`config.mk`:
```
export PLATFORM = sky130hd
export DESIGN_NAME = pipeline_hazard_ctrl_flat
export DESIGN_NICKNAME = d
export VERILOG_FILES = /design/src/rtl/cpu_pipe_pkg.sv /design/src/rtl/pipeline_hazard_ctrl_if.sv /design/src/rtl/pipeline_hazard_ctrl_hazard_detect.sv /design/src/rtl/pipeline_hazard_ctrl.sv /design/src/flat_wrapper.sv
export SDC_FILE = /design/constraint.sdc
export NUM_CORES = 1
export LEC_CHECK = 0
export BUFFER_PORTS_ARGS = -buffer_cell sky130_fd_sc_hd__buf_2
export CAP_MARGIN = 40
export CORE_AREA = 2 2 91 49
export CTS_CLUSTER_SIZE = 28
export DETAILED_ROUTE_END_ITERATION = 8
export DIE_AREA = 0 0 93 51
export HOLD_SLACK_MARGIN = 0.03
export PLACE_DENSITY_LB_ADDON = 0.12
export SLEW_MARGIN = 20
export SYNTH_ARGS = -nofsm -noshare
export SYNTH_HDL_FRONTEND = slang
export SYNTH_HIERARCHICAL = 1
export SYNTH_SLANG_ARGS = --single-unit
```
`constraint.sdc`:
```
create_clock -name clk -period 4.51 [get_ports clk]
set_input_delay 0.902 -clock clk [delete_from_list [all_inputs] [get_ports clk]]
set_output_delay 0.902 -clock clk [all_outputs]
set_load 0.05 [all_outputs]
```
`src/rtl/cpu_pipe_pkg.sv`:
```
// Shared definitions for the five-stage CPU pipeline (PC -> IFD -> DE -> EM -> MWB).
// Holds the sequencing FSM state encoding and the register-file constants
// used by the pipeline registers and the hazard controller.
package cpu_pipe_pkg;

    localparam int unsigned REG_ADDR_W  = 5;
    localparam int unsigned NUM_REGS    = 26;
    localparam int unsigned SPECIAL_REG = 25;
    // PipeIFD loads this word when it is flushed.
    localparam logic [31:0] NOP_INSTR   = 32'h0;

    typedef enum logic [1:0] {
        RUN   = 2'd0,
        STALL = 2'd1,
        FLUSH = 2'd2
    } pipe_state_t;

endpackage

```
`src/rtl/pipeline_hazard_ctrl_if.sv`:
```
// Signal bundle between the pipeline datapath and the hazard controller.
//   master : datapath side - drives decode sources, per-stage destinations,
//            write enables and branch_taken; receives enables/flush/bubble,
//            performance counters and debug state.
//   slave  : controller side - the mirror image of master.
interface pipeline_hazard_ctrl_if
    import cpu_pipe_pkg::*;
#(
    parameter int unsigned ADDR_W = REG_ADDR_W,
    parameter int unsigned CNT_W  = 16
);

    logic [ADDR_W-1:0] dec_rs_a;
    logic [ADDR_W-1:0] dec_rs_b;
    logic              dec_use_a;
    logic              dec_use_b;
    logic [ADDR_W-1:0] de_dst;
    logic [ADDR_W-1:0] em_dst;
    logic [ADDR_W-1:0] wb_dst;
    logic              de_wr;
    logic              em_wr;
    logic              wb_wr;
    logic              branch_taken;

    logic              pc_en;
    logic              ifd_en;
    logic              ifd_flush;
    logic              de_bubble;
    logic [CNT_W-1:0]  stall_cnt;
    logic [CNT_W-1:0]  flush_cnt;
    logic [1:0]        state;

    modport master (
        output dec_rs_a, dec_rs_b, dec_use_a, dec_use_b,
        output de_dst, em_dst, wb_dst, de_wr, em_wr, wb_wr, branch_taken,
        input  pc_en, ifd_en, ifd_flush, de_bubble, stall_cnt, flush_cnt, state
    );

    modport slave (
        input  dec_rs_a, dec_rs_b, dec_use_a, dec_use_b,
        input  de_dst, em_dst, wb_dst, de_wr, em_wr, wb_wr, branch_taken,
        output pc_en, ifd_en, ifd_flush, de_bubble, stall_cnt, flush_cnt, state
    );

endinterface

```
`src/rtl/pipeline_hazard_ctrl_hazard_detect.sv`:
```
// Read-after-write hazard detector: compares both decode source addresses
// against the destinations of the DE, EM and WB writer stages (six compares).
// Ports:
//   dec_rs_a/b, dec_use_a/b : decode sources and whether each is really read
//   de/em/wb_dst, de/em/wb_wr : writer destinations and write enables
//   hazard                  : any live source matches any live writer
// Address 0 is compared like any other register. WB is included because the
// register bank writes on the edge while decode reads combinationally.
module hazard_detect
    import cpu_pipe_pkg::*;
#(
    parameter int unsigned ADDR_W = REG_ADDR_W
) (
    input  logic [ADDR_W-1:0] dec_rs_a,
    input  logic [ADDR_W-1:0] dec_rs_b,
    input  logic              dec_use_a,
    input  logic              dec_use_b,
    input  logic [ADDR_W-1:0] de_dst,
    input  logic [ADDR_W-1:0] em_dst,
    input  logic [ADDR_W-1:0] wb_dst,
    input  logic              de_wr,
    input  logic              em_wr,
    input  logic              wb_wr,
    output logic              hazard
);

    logic hit_a;
    logic hit_b;

    always_comb begin
        hit_a = (de_wr && (dec_rs_a == de_dst)) ||
                (em_wr && (dec_rs_a == em_dst)) ||
                (wb_wr && (dec_rs_a == wb_dst));
        hit_b = (de_wr && (dec_rs_b == de_dst)) ||
                (em_wr && (dec_rs_b == em_dst)) ||
                (wb_wr && (dec_rs_b == wb_dst));
        hazard = (dec_use_a && hit_a) || (dec_use_b && hit_b);
    end

endmodule

```
`src/rtl/pipeline_hazard_ctrl.sv`:
```
// Pipeline sequencing controller. Stalls PC/IFD and bubbles DE on a RAW
// hazard, flushes IFD for BRANCH_BUBBLES cycles after a taken branch, and
// keeps saturating counts of stall and flush cycles.
// Ports:
//   clk, rst : clock, asynchronous active-high reset
//   hz       : slave side of pipeline_hazard_ctrl_if (decode/writer info in,
//              pc_en/ifd_en/ifd_flush/de_bubble, counters and state out)
// While rst is high the outputs force NOPs into IFD and DE.
module pipeline_hazard_ctrl
    import cpu_pipe_pkg::*;
#(
    parameter int unsigned ADDR_W         = REG_ADDR_W,
    parameter int unsigned BRANCH_BUBBLES = 2,
    parameter int unsigned CNT_W          = 16
) (
    input  logic                  clk,
    input  logic                  rst,
    pipeline_hazard_ctrl_if.slave hz
);

    localparam int unsigned FC_W = (BRANCH_BUBBLES > 1) ? $clog2(BRANCH_BUBBLES) : 1;
    localparam logic [FC_W-1:0] FC_LOAD = FC_W'(BRANCH_BUBBLES - 1);

    pipe_state_t       state_q, state_d;
    logic [FC_W-1:0]   fcnt_q, fcnt_d;
    logic [CNT_W-1:0]  stall_cnt_q, flush_cnt_q;
    logic              hazard;
    logic              pc_en, ifd_en, ifd_flush, de_bubble, stall_hit;

    hazard_detect #(
        .ADDR_W (ADDR_W)
    ) u_hazard_detect (
        .dec_rs_a  (hz.dec_rs_a),
        .dec_rs_b  (hz.dec_rs_b),
        .dec_use_a (hz.dec_use_a),
        .dec_use_b (hz.dec_use_b),
        .de_dst    (hz.de_dst),
        .em_dst    (hz.em_dst),
        .wb_dst    (hz.wb_dst),
        .de_wr     (hz.de_wr),
        .em_wr     (hz.em_wr),
        .wb_wr     (hz.wb_wr),
        .hazard    (hazard)
    );

    always_ff @(posedge clk or posedge rst) begin
        if (rst) begin
            state_q <= RUN;
            fcnt_q  <= '0;
        end else begin
            state_q <= state_d;
            fcnt_q  <= fcnt_d;
        end
    end

    // STALL with the hazard gone behaves exactly like RUN, so both share
    // one branch; the taken branch is then serviced in that same cycle.
    always_comb begin
        state_d = state_q;
        fcnt_d  = fcnt_q;
        unique case (state_q)
            RUN, STALL: begin
                if (hazard) begin
                    state_d = STALL;
                end else if (hz.branch_taken) begin
                    fcnt_d  = FC_LOAD;
                    state_d = (BRANCH_BUBBLES > 1) ? FLUSH : RUN;
                end else begin
                    state_d = RUN;
                end
            end
            FLUSH: begin
                // The branch cycle itself is the first flushed slot, so
                // FLUSH lasts BRANCH_BUBBLES-1 cycles.
                if (fcnt_q <= FC_W'(1)) begin
                    fcnt_d  = '0;
                    state_d = RUN;
                end else begin
                    fcnt_d = fcnt_q - FC_W'(1);
                end
            end
            default: begin
                fcnt_d  = '0;
                state_d = RUN;
            end
        endcase
    end

    always_comb begin
        pc_en     = 1'b1;
        ifd_en    = 1'b1;
        ifd_flush = 1'b0;
        de_bubble = 1'b0;
        stall_hit = 1'b0;
        if (rst) begin
            pc_en     = 1'b0;
            ifd_en    = 1'b0;
            ifd_flush = 1'b1;
            de_bubble = 1'b1;
        end else begin
            unique case (state_q)
                RUN, STALL: begin
                    if (hazard) begin
                        pc_en     = 1'b0;
                        ifd_en    = 1'b0;
                        de_bubble = 1'b1;
                        stall_hit = 1'b1;
                    end else if (hz.branch_taken) begin
                        ifd_flush = 1'b1;
                    end
                end
                FLUSH: begin
                    ifd_flush = 1'b1;
                end
                default: ;
            endcase
        end
    end

    always_ff @(posedge clk or posedge rst) begin
        if (rst) begin
            stall_cnt_q <= '0;
            flush_cnt_q <= '0;
        end else begin
            if (stall_hit && (stall_cnt_q != '1))
                stall_cnt_q <= stall_cnt_q + CNT_W'(1);
            if (ifd_flush && (flush_cnt_q != '1))
                flush_cnt_q <= flush_cnt_q + CNT_W'(1);
        end
    end

    assign hz.pc_en     = pc_en;
    assign hz.ifd_en    = ifd_en;
    assign hz.ifd_flush = ifd_flush;
    assign hz.de_bubble = de_bubble;
    assign hz.stall_cnt = stall_cnt_q;
    assign hz.flush_cnt = flush_cnt_q;
    assign hz.state     = state_q;

endmodule

```
`src/flat_wrapper.sv`:
```
// flat-port wrapper written by rule: the top's interface ports become plain ports
module pipeline_hazard_ctrl_flat import cpu_pipe_pkg::*;
#(
    parameter int unsigned ADDR_W         = REG_ADDR_W,
    parameter int unsigned BRANCH_BUBBLES = 2,
    parameter int unsigned CNT_W          = 16
)
  (clk, rst, hz_dec_rs_a, hz_dec_rs_b, hz_dec_use_a, hz_dec_use_b, hz_de_dst, hz_em_dst, hz_wb_dst, hz_de_wr, hz_em_wr, hz_wb_wr, hz_branch_taken, hz_pc_en, hz_ifd_en, hz_ifd_flush, hz_de_bubble, hz_stall_cnt, hz_flush_cnt, hz_state);
  pipeline_hazard_ctrl_if #(.ADDR_W(ADDR_W), .CNT_W(CNT_W)) hz_i ();
  input  logic clk;
  input  logic rst;
  input wire logic [$bits(hz_i.dec_rs_a)-1:0] hz_dec_rs_a;
  input wire logic [$bits(hz_i.dec_rs_b)-1:0] hz_dec_rs_b;
  input wire logic [$bits(hz_i.dec_use_a)-1:0] hz_dec_use_a;
  input wire logic [$bits(hz_i.dec_use_b)-1:0] hz_dec_use_b;
  input wire logic [$bits(hz_i.de_dst)-1:0] hz_de_dst;
  input wire logic [$bits(hz_i.em_dst)-1:0] hz_em_dst;
  input wire logic [$bits(hz_i.wb_dst)-1:0] hz_wb_dst;
  input wire logic [$bits(hz_i.de_wr)-1:0] hz_de_wr;
  input wire logic [$bits(hz_i.em_wr)-1:0] hz_em_wr;
  input wire logic [$bits(hz_i.wb_wr)-1:0] hz_wb_wr;
  input wire logic [$bits(hz_i.branch_taken)-1:0] hz_branch_taken;
  output wire logic [$bits(hz_i.pc_en)-1:0] hz_pc_en;
  output wire logic [$bits(hz_i.ifd_en)-1:0] hz_ifd_en;
  output wire logic [$bits(hz_i.ifd_flush)-1:0] hz_ifd_flush;
  output wire logic [$bits(hz_i.de_bubble)-1:0] hz_de_bubble;
  output wire logic [$bits(hz_i.stall_cnt)-1:0] hz_stall_cnt;
  output wire logic [$bits(hz_i.flush_cnt)-1:0] hz_flush_cnt;
  output wire logic [$bits(hz_i.state)-1:0] hz_state;
  assign hz_i.dec_rs_a = hz_dec_rs_a;
  assign hz_i.dec_rs_b = hz_dec_rs_b;
  assign hz_i.dec_use_a = hz_dec_use_a;
  assign hz_i.dec_use_b = hz_dec_use_b;
  assign hz_i.de_dst = hz_de_dst;
  assign hz_i.em_dst = hz_em_dst;
  assign hz_i.wb_dst = hz_wb_dst;
  assign hz_i.de_wr = hz_de_wr;
  assign hz_i.em_wr = hz_em_wr;
  assign hz_i.wb_wr = hz_wb_wr;
  assign hz_i.branch_taken = hz_branch_taken;
  assign hz_pc_en = hz_i.pc_en;
  assign hz_ifd_en = hz_i.ifd_en;
  assign hz_ifd_flush = hz_i.ifd_flush;
  assign hz_de_bubble = hz_i.de_bubble;
  assign hz_stall_cnt = hz_i.stall_cnt;
  assign hz_flush_cnt = hz_i.flush_cnt;
  assign hz_state = hz_i.state;
  pipeline_hazard_ctrl #(.ADDR_W(ADDR_W), .BRANCH_BUBBLES(BRANCH_BUBBLES), .CNT_W(CNT_W)) u_core (.clk(clk), .rst(rst), .hz(hz_i));
endmodule
```
# [Yosys cells after proc, flatten, opt, wreduce, memory -nomap -nowiden]
# Index checks and enable logic that the tools add are counted.
# W data, S select, Z words.
[totals] ff_bits=35 in_bits=33 output_inout_bits=38 elab_cells=58
[classes] add_sub_neg=3 n_lt_le_gt_ge=1 eq_ne=13 n_mux=19 reduce_logical=18
[op_table] op="$add A16 B1 Y16 const B" n=2
[op_table] op="$ne A16 B16 Y1 const B" n=2
[op_table] op="$eq A5 B5 Y1" n=6
[op_table] op="$mux W1" n=13
[op_table] op="$logic_and A1 B1 Y1" n=10
[op_table] op="$mux W2" n=3
[op_table] op="$logic_or A1 B1 Y1" n=5
[op_table] op="$ne A2 B2 Y1 const B" n=2
[op_table] op="$pmux W1 S2" n=2
[op_table] op="$pmux W2 S2" n=1
[op_table] op="$eq A2 B1 Y1 const B" n=1
[op_table] op="$eq A2 B2 Y1 const B" n=1
[op_table] op="$logic_not A2 Y1" n=1
[op_table] op="$ne A2 B1 Y1 const B" n=1
[op_table] op="$reduce_and A2 Y1" n=1
[op_table] op="$reduce_or A2 Y1" n=1
[op_table] op="$le A1 B1 Y1 const B" n=1
[op_table] op="$sub A1 B1 Y1 const B" n=1

# [Depth between registers and ports, before layout]
[logic_depth] depth_word=10 ltp_mapped=9 ltp_nobuf=9

# [By module]
# Netlist, hierarchy kept.
[modules_own_cells] mod="pipeline_hazard_ctrl" instances=1 cells_per_inst=156 area_per_inst_um2=1700.4 seq_area_each_um2=850.8
[modules_own_cells] mod="hazard_detect" instances=1 cells_per_inst=44 area_per_inst_um2=351.6 seq_area_each_um2=0.0

# [Worst setup path before layout]
# Ideal clock, no wire load.
[synth_path] kind="input port to output port" start="input port hz_dec_rs_b[4]" end="output port hz_de_bubble" t_arrival_ns=2.838 required_ns=3.608 setup_slack_ns=0.770 cell_stages=8 n_path_buf=0 cell_sequence="xor2_1 > nor4_1 > nand4_1 > and4_1 > nand3_1 > and2b_2 > nor2_1 > inv_1"
[synth_via] elab_chain_cells=9 word_cells_on_any_way=13 cone_classes="eq/ne (3); mux (3); reduce/logical (7)"
[synth_rtl] element="start: declaration" line_no="flat_wrapper.sv:13" text="input wire logic [$bits(hz_i.dec_rs_b)-1:0] hz_dec_rs_b;"
[synth_rtl] element="$eq A5 B5 Y1 (on tied branches)" line_no="pipeline_hazard_ctrl_hazard_detect.sv:34, pipeline_hazard_ctrl_hazard_detect.sv:35"
[synth_rtl] element="$logic_and A1 B1 Y1 (on tied branches)" line_no="pipeline_hazard_ctrl_hazard_detect.sv:34, pipeline_hazard_ctrl_hazard_detect.sv:35"
[synth_rtl] element="$logic_or A1 B1 Y1" line_no="pipeline_hazard_ctrl_hazard_detect.sv:34" text="hit_b = (de_wr && (dec_rs_b == de_dst)) ||"
[synth_rtl] element="$logic_or A1 B1 Y1 (*)" line_no="pipeline_hazard_ctrl_hazard_detect.sv:35" text="(em_wr && (dec_rs_b == em_dst)) ||"
[synth_rtl] element="$logic_and A1 B1 Y1 (*)" line_no="pipeline_hazard_ctrl_hazard_detect.sv:37" text="hazard = (dec_use_a && hit_a) || (dec_use_b && hit_b);"
[synth_rtl] element="$logic_or A1 B1 Y1 (*)" line_no="pipeline_hazard_ctrl_hazard_detect.sv:37"
[synth_rtl] element="net u_core.hazard" line_no="pipeline_hazard_ctrl.sv:27" text="logic hazard;"
[synth_rtl] element="$mux W1 (*)" line_no="pipeline_hazard_ctrl.sv:103" text="if (hazard) begin"
[synth_rtl] element="$mux W1 (*)" line_no="pipeline_hazard_ctrl.sv:101" text="unique case (state_q)"
[synth_rtl] element="$mux W1 (*)" line_no="pipeline_hazard_ctrl.sv:95" text="if (rst) begin"
[synth_rtl] element="end: declaration" line_no="flat_wrapper.sv:26" text="output wire logic [$bits(hz_i.de_bubble)-1:0] hz_de_bubble;"
# The timed path passes the listed nets; every way through them passes the cells marked *.

# [Worst setup path in the final report]
[layout_path] start="input port hz_dec_rs_a[0]" end="output port hz_ifd_flush"
[layout_via] elab_chain_cells=9 word_cells_on_any_way=13 cone_classes="eq/ne (3); mux (3); reduce/logical (7)"
[layout_rtl] element="start: declaration" line_no="flat_wrapper.sv:12" text="input wire logic [$bits(hz_i.dec_rs_a)-1:0] hz_dec_rs_a;"
[layout_rtl] element="$eq A5 B5 Y1 (on tied branches)" line_no="pipeline_hazard_ctrl_hazard_detect.sv:31, pipeline_hazard_ctrl_hazard_detect.sv:32"
[layout_rtl] element="$logic_and A1 B1 Y1 (on tied branches)" line_no="pipeline_hazard_ctrl_hazard_detect.sv:31, pipeline_hazard_ctrl_hazard_detect.sv:32"
[layout_rtl] element="$logic_or A1 B1 Y1" line_no="pipeline_hazard_ctrl_hazard_detect.sv:31" text="hit_a = (de_wr && (dec_rs_a == de_dst)) ||"
[layout_rtl] element="$logic_or A1 B1 Y1 (*)" line_no="pipeline_hazard_ctrl_hazard_detect.sv:32" text="(em_wr && (dec_rs_a == em_dst)) ||"
[layout_rtl] element="$logic_and A1 B1 Y1 (*)" line_no="pipeline_hazard_ctrl_hazard_detect.sv:37"
[layout_rtl] element="$logic_or A1 B1 Y1 (*)" line_no="pipeline_hazard_ctrl_hazard_detect.sv:37"
[layout_rtl] element="net u_core.hazard" line_no="pipeline_hazard_ctrl.sv:27"
[layout_rtl] element="$mux W1 (*)" line_no="pipeline_hazard_ctrl.sv:103"
[layout_rtl] element="$pmux W1 S2 (*)" line_no="pipeline_hazard_ctrl.sv:101"
[layout_rtl] element="$mux W1 (*)" line_no="pipeline_hazard_ctrl.sv:95"
[layout_rtl] element="end: declaration" line_no="flat_wrapper.sv:25" text="output wire logic [$bits(hz_i.ifd_flush)-1:0] hz_ifd_flush;"
# Marks and branches as above.

==> key figures <==
Timing
  – Setup Skew: 0.00492 ns
  – Final hold vios: 0
  – Least-Margin Pin Slew: 0.617 ns
  – Fmax: 284 MHz
  – Max-slew violation count: 0
  – WHS: between 0.4 and 0.5 ns
  – Period Utilization, post-route: 78.2%
  – Rel. slew slack: 58.5%
  – RSZ-0062 raised after global routing: no
  – Min cycle time layout: 3.53 ns
  – Setup TNS Final: 0 ns
  – Final setup viols: 0

Worst setup path
  – Setup crit end kind: primary output
  – Crit Path Class: input pin to primary output
  – Crit path top cell by count: buf_2
  – Critical-path top delay cell: nor4_1
  – Crit-path cells: buf_2, xor2_1, nor4_1, nand4_1, and4_1, nand3_1, nor3b_1, nor3_1, buf_4, inv_1, buf_2
  – Max stage delay on crit path: 0.30 ns
  – CP Launch Type: input pin
  – CP Max Fanout: 8
  – Worst Path Arrival: between 2 and 3 ns
  – Top delay family on crit path: simple AND/OR/NAND/NOR gates
  – Buf+Inv Stages, Crit Path: 4
  – CP Data Required Time: ~3.6 ns

Synth
  – Post-synth EDFFs: 0
  – Synthesized area per cell: 10.3 sq um
  – Cell Area, Synth: 2050 sq um
  – Synthesized Nets: ~240
  – Ys Warns: 6
  – Ys async rst share: 100%
  – Top FF cell, synth: dfrtp_1
  – Netlist cell types: 32
  – Count of state elements after synthesis: 34
  – Cells after synthesis: 200
  – Register area share after synthesis: about two fifths

Run
  – Max-Cap Viols: 0

Detailed routing
  – DRC Markers: 0
  – Vias after detailed routing: roughly 1.8k
  – Drt wl/cell: 14.3 um
  – Antenna viol nets, final: 0
  – Initial DRC Count: 60
  – DRT Wirelength: 4.79 mm
  – Via-to-Cell Ratio: 5.30
  – DRT Pass-1 Iters: 4

Floorplanning
  – IO Count: 71
  – DIE HEIGHT: 51 um
  – FP Rows: 17
  – Core Footprint: 4080 sq um
  – Initial Util: 50.2%
  – Die area: 4740 sq um
  – Die Wd: 93 um

Power and ir drop
  – Worst IR drop on VDD: 0.469 mV
  – Total leakage power: 1.29 nW
  – Total power per unit cell area: 450 nW/um^2

Clock network
  – CTS Buffer Depth: 2
  – # resized after CTS: 0
  – Clock Pin Slew Worst Setup and Hold Paths: 0.07 ns
  – Root Driver: clkbuf_8
  – Cts hold-fix bufs: 0
  – CTS tree: yes
  – Post-CTS setup buffers: 0
  – Clk sinks: 34
  – Total CTS buffers: 5
  – Worst skew pair latency: 0.28 ns
  – CTS H-tree depth: 2

Finish
  – Most frequent cells in the layout: 70 x buf_2, 37 x xor2_1, 34 x dfrtp_1
  – Commonest non-fill, non-tap cell in the layout: buf_2
  – Final Util: between 60% and 70%
  – Synth-to-Final Area Change: 27.3%
  – Filler Cell Count: 377
  – Final net count: 311
  – Ant. Diodes: 0
  – Share of cells above drive strength 1: 32.5%

GRT
  – Largest net degree at the start of global routing: 35
  – Gr ovfl total: 0
  – Number of global-route vias before repair: 1,718
  – First-pass GRT wire length: 7.99 mm
  – Antenna violations before repair: 0
  – Gr usage total: 21.8%

Hold path
  – Worst Hold Class: flop to flop

Placement
  – Post-DP HPWL: 3.74 mm
  – Routability congestion estimate: 0.948
  – PortBufs: 70

Outcome
  – Status: complete, no violations
## routing by layer
metal	wire length (um)	global-route usage [%]	vias up	share of wire, %
li1	-	-	876	-
met1	2590	33.7	830	54
met2	1920	31.0	61	40
met3	262	5.16	2	5.5
met4	15	4.41	0	0.31
met5	0	0	-	0
## through the flow
step	instance area [sq um]	instances	worst slack, ns	power [mW]
2_1_floorplan	2050	200	0.770	0.728
3_3_place_gp	2470	326	1.06	0.843
3_5_place_dp	2470	326	0.988	0.845
4_1_cts	2610	334	0.987	1.18
5_1_grt	2610	334	0.862	1.24
6_report	2610	334	0.984	1.17
## synthesized netlist by cell type (2+ instances only)
master    count  share of area, %
and2_1        3              0.91
and3_1        5               1.5
and4_1        5               2.1
clkbuf_1      2              0.37
dfrtp_1      34                41
ha_1          2               1.2
inv_1         6               1.1
mux2_2        3               1.6
nand2_1       6               1.1
nand3_1      11               2.7
nand4_1      21               6.4
nor2_1        7               1.3
nor3_1        9               2.2
nor3b_1       3               1.1
nor4_1        9               2.7
o21ai_0       2              0.49
or2_2         2              0.61
xnor2_1      20               8.5
xor2_1       37                16
## registers in the layout, summed over array words and instances (netlist names)
| name | cells |
|---|---|
| u_core/hz.flush_cnt | 16 |
| u_core/hz.stall_cnt | 16 |
| u_core/hz.state | 2 |
## final timing paths
path,to,slack (ns),cells after the start,startpoint
max in group asynchronous,u_core/hz.stall_cnt[11]$_DFFE_PP0P_,3.45,3,rst
max,hz_ifd_flush,0.98,11,hz_dec_rs_a[0]
min in group asynchronous,u_core/hz.state[0]$_DFF_PP0_,0.75,3,rst
min reg2reg,u_core/hz.flush_cnt[5]$_DFFE_PP0P_,0.48,1,u_core/hz.flush_cnt[5]$_DFFE_PP0P_
min,u_core/hz.flush_cnt[5]$_DFFE_PP0P_,0.48,1,u_core/hz.flush_cnt[5]$_DFFE_PP0P_
max reg2reg,u_core/hz.stall_cnt[15]$_DFFE_PP0P_,2.51,4,u_core/hz.state[1]$_DFF_PP0_
## power by group
part | total, mW | internal, mW | leakage [nW] | switching [mW]
logic | 0.421 | 0.119 | 0.780 | 0.302
registers | 0.418 | 0.356 | 0.440 | 0.0619
clock network | 0.335 | 0.221 | 0.0683 | 0.114
total | 1.17 | 0.697 | 1.29 | 0.478
## cell type report
cell class | instances | area, sq um | area share, %
Timing Repair Buffer | 72 | 365 | 14.0
Clock buffer | 5 | 68.8 | 2.64
Tap cell | 57 | 71.3 | 2.73
Multi-Input combinational cell | 157 | 1160 | 44.6
Clock inverter | 3 | 68.8 | 2.64
Inverter | 6 | 22.5 | 0.862
Sequential cell | 34 | 851 | 32.6
## cells by family (layout without fill, tap and decap cells)
| group | Yosys count | in the layout | share of synthesized area [%] |
|---|---|---|---|
| adder cells (fa/ha/maj) | 2 | 2 | 1.22 |
| AO/OA/AOI/OAI | 3 | 3 | 0.976 |
| AND/OR/NAND/NOR | 91 | 91 | 28.0 |
| buffers and inverters | 9 | 86 | 1.83 |
| flip-flops | 34 | 34 | 41.5 |
| XOR/XNOR | 57 | 57 | 24.3 |
| multiplexers | 4 | 4 | 2.13 |
No activity file was read; power rests on OpenSTA's default activity.
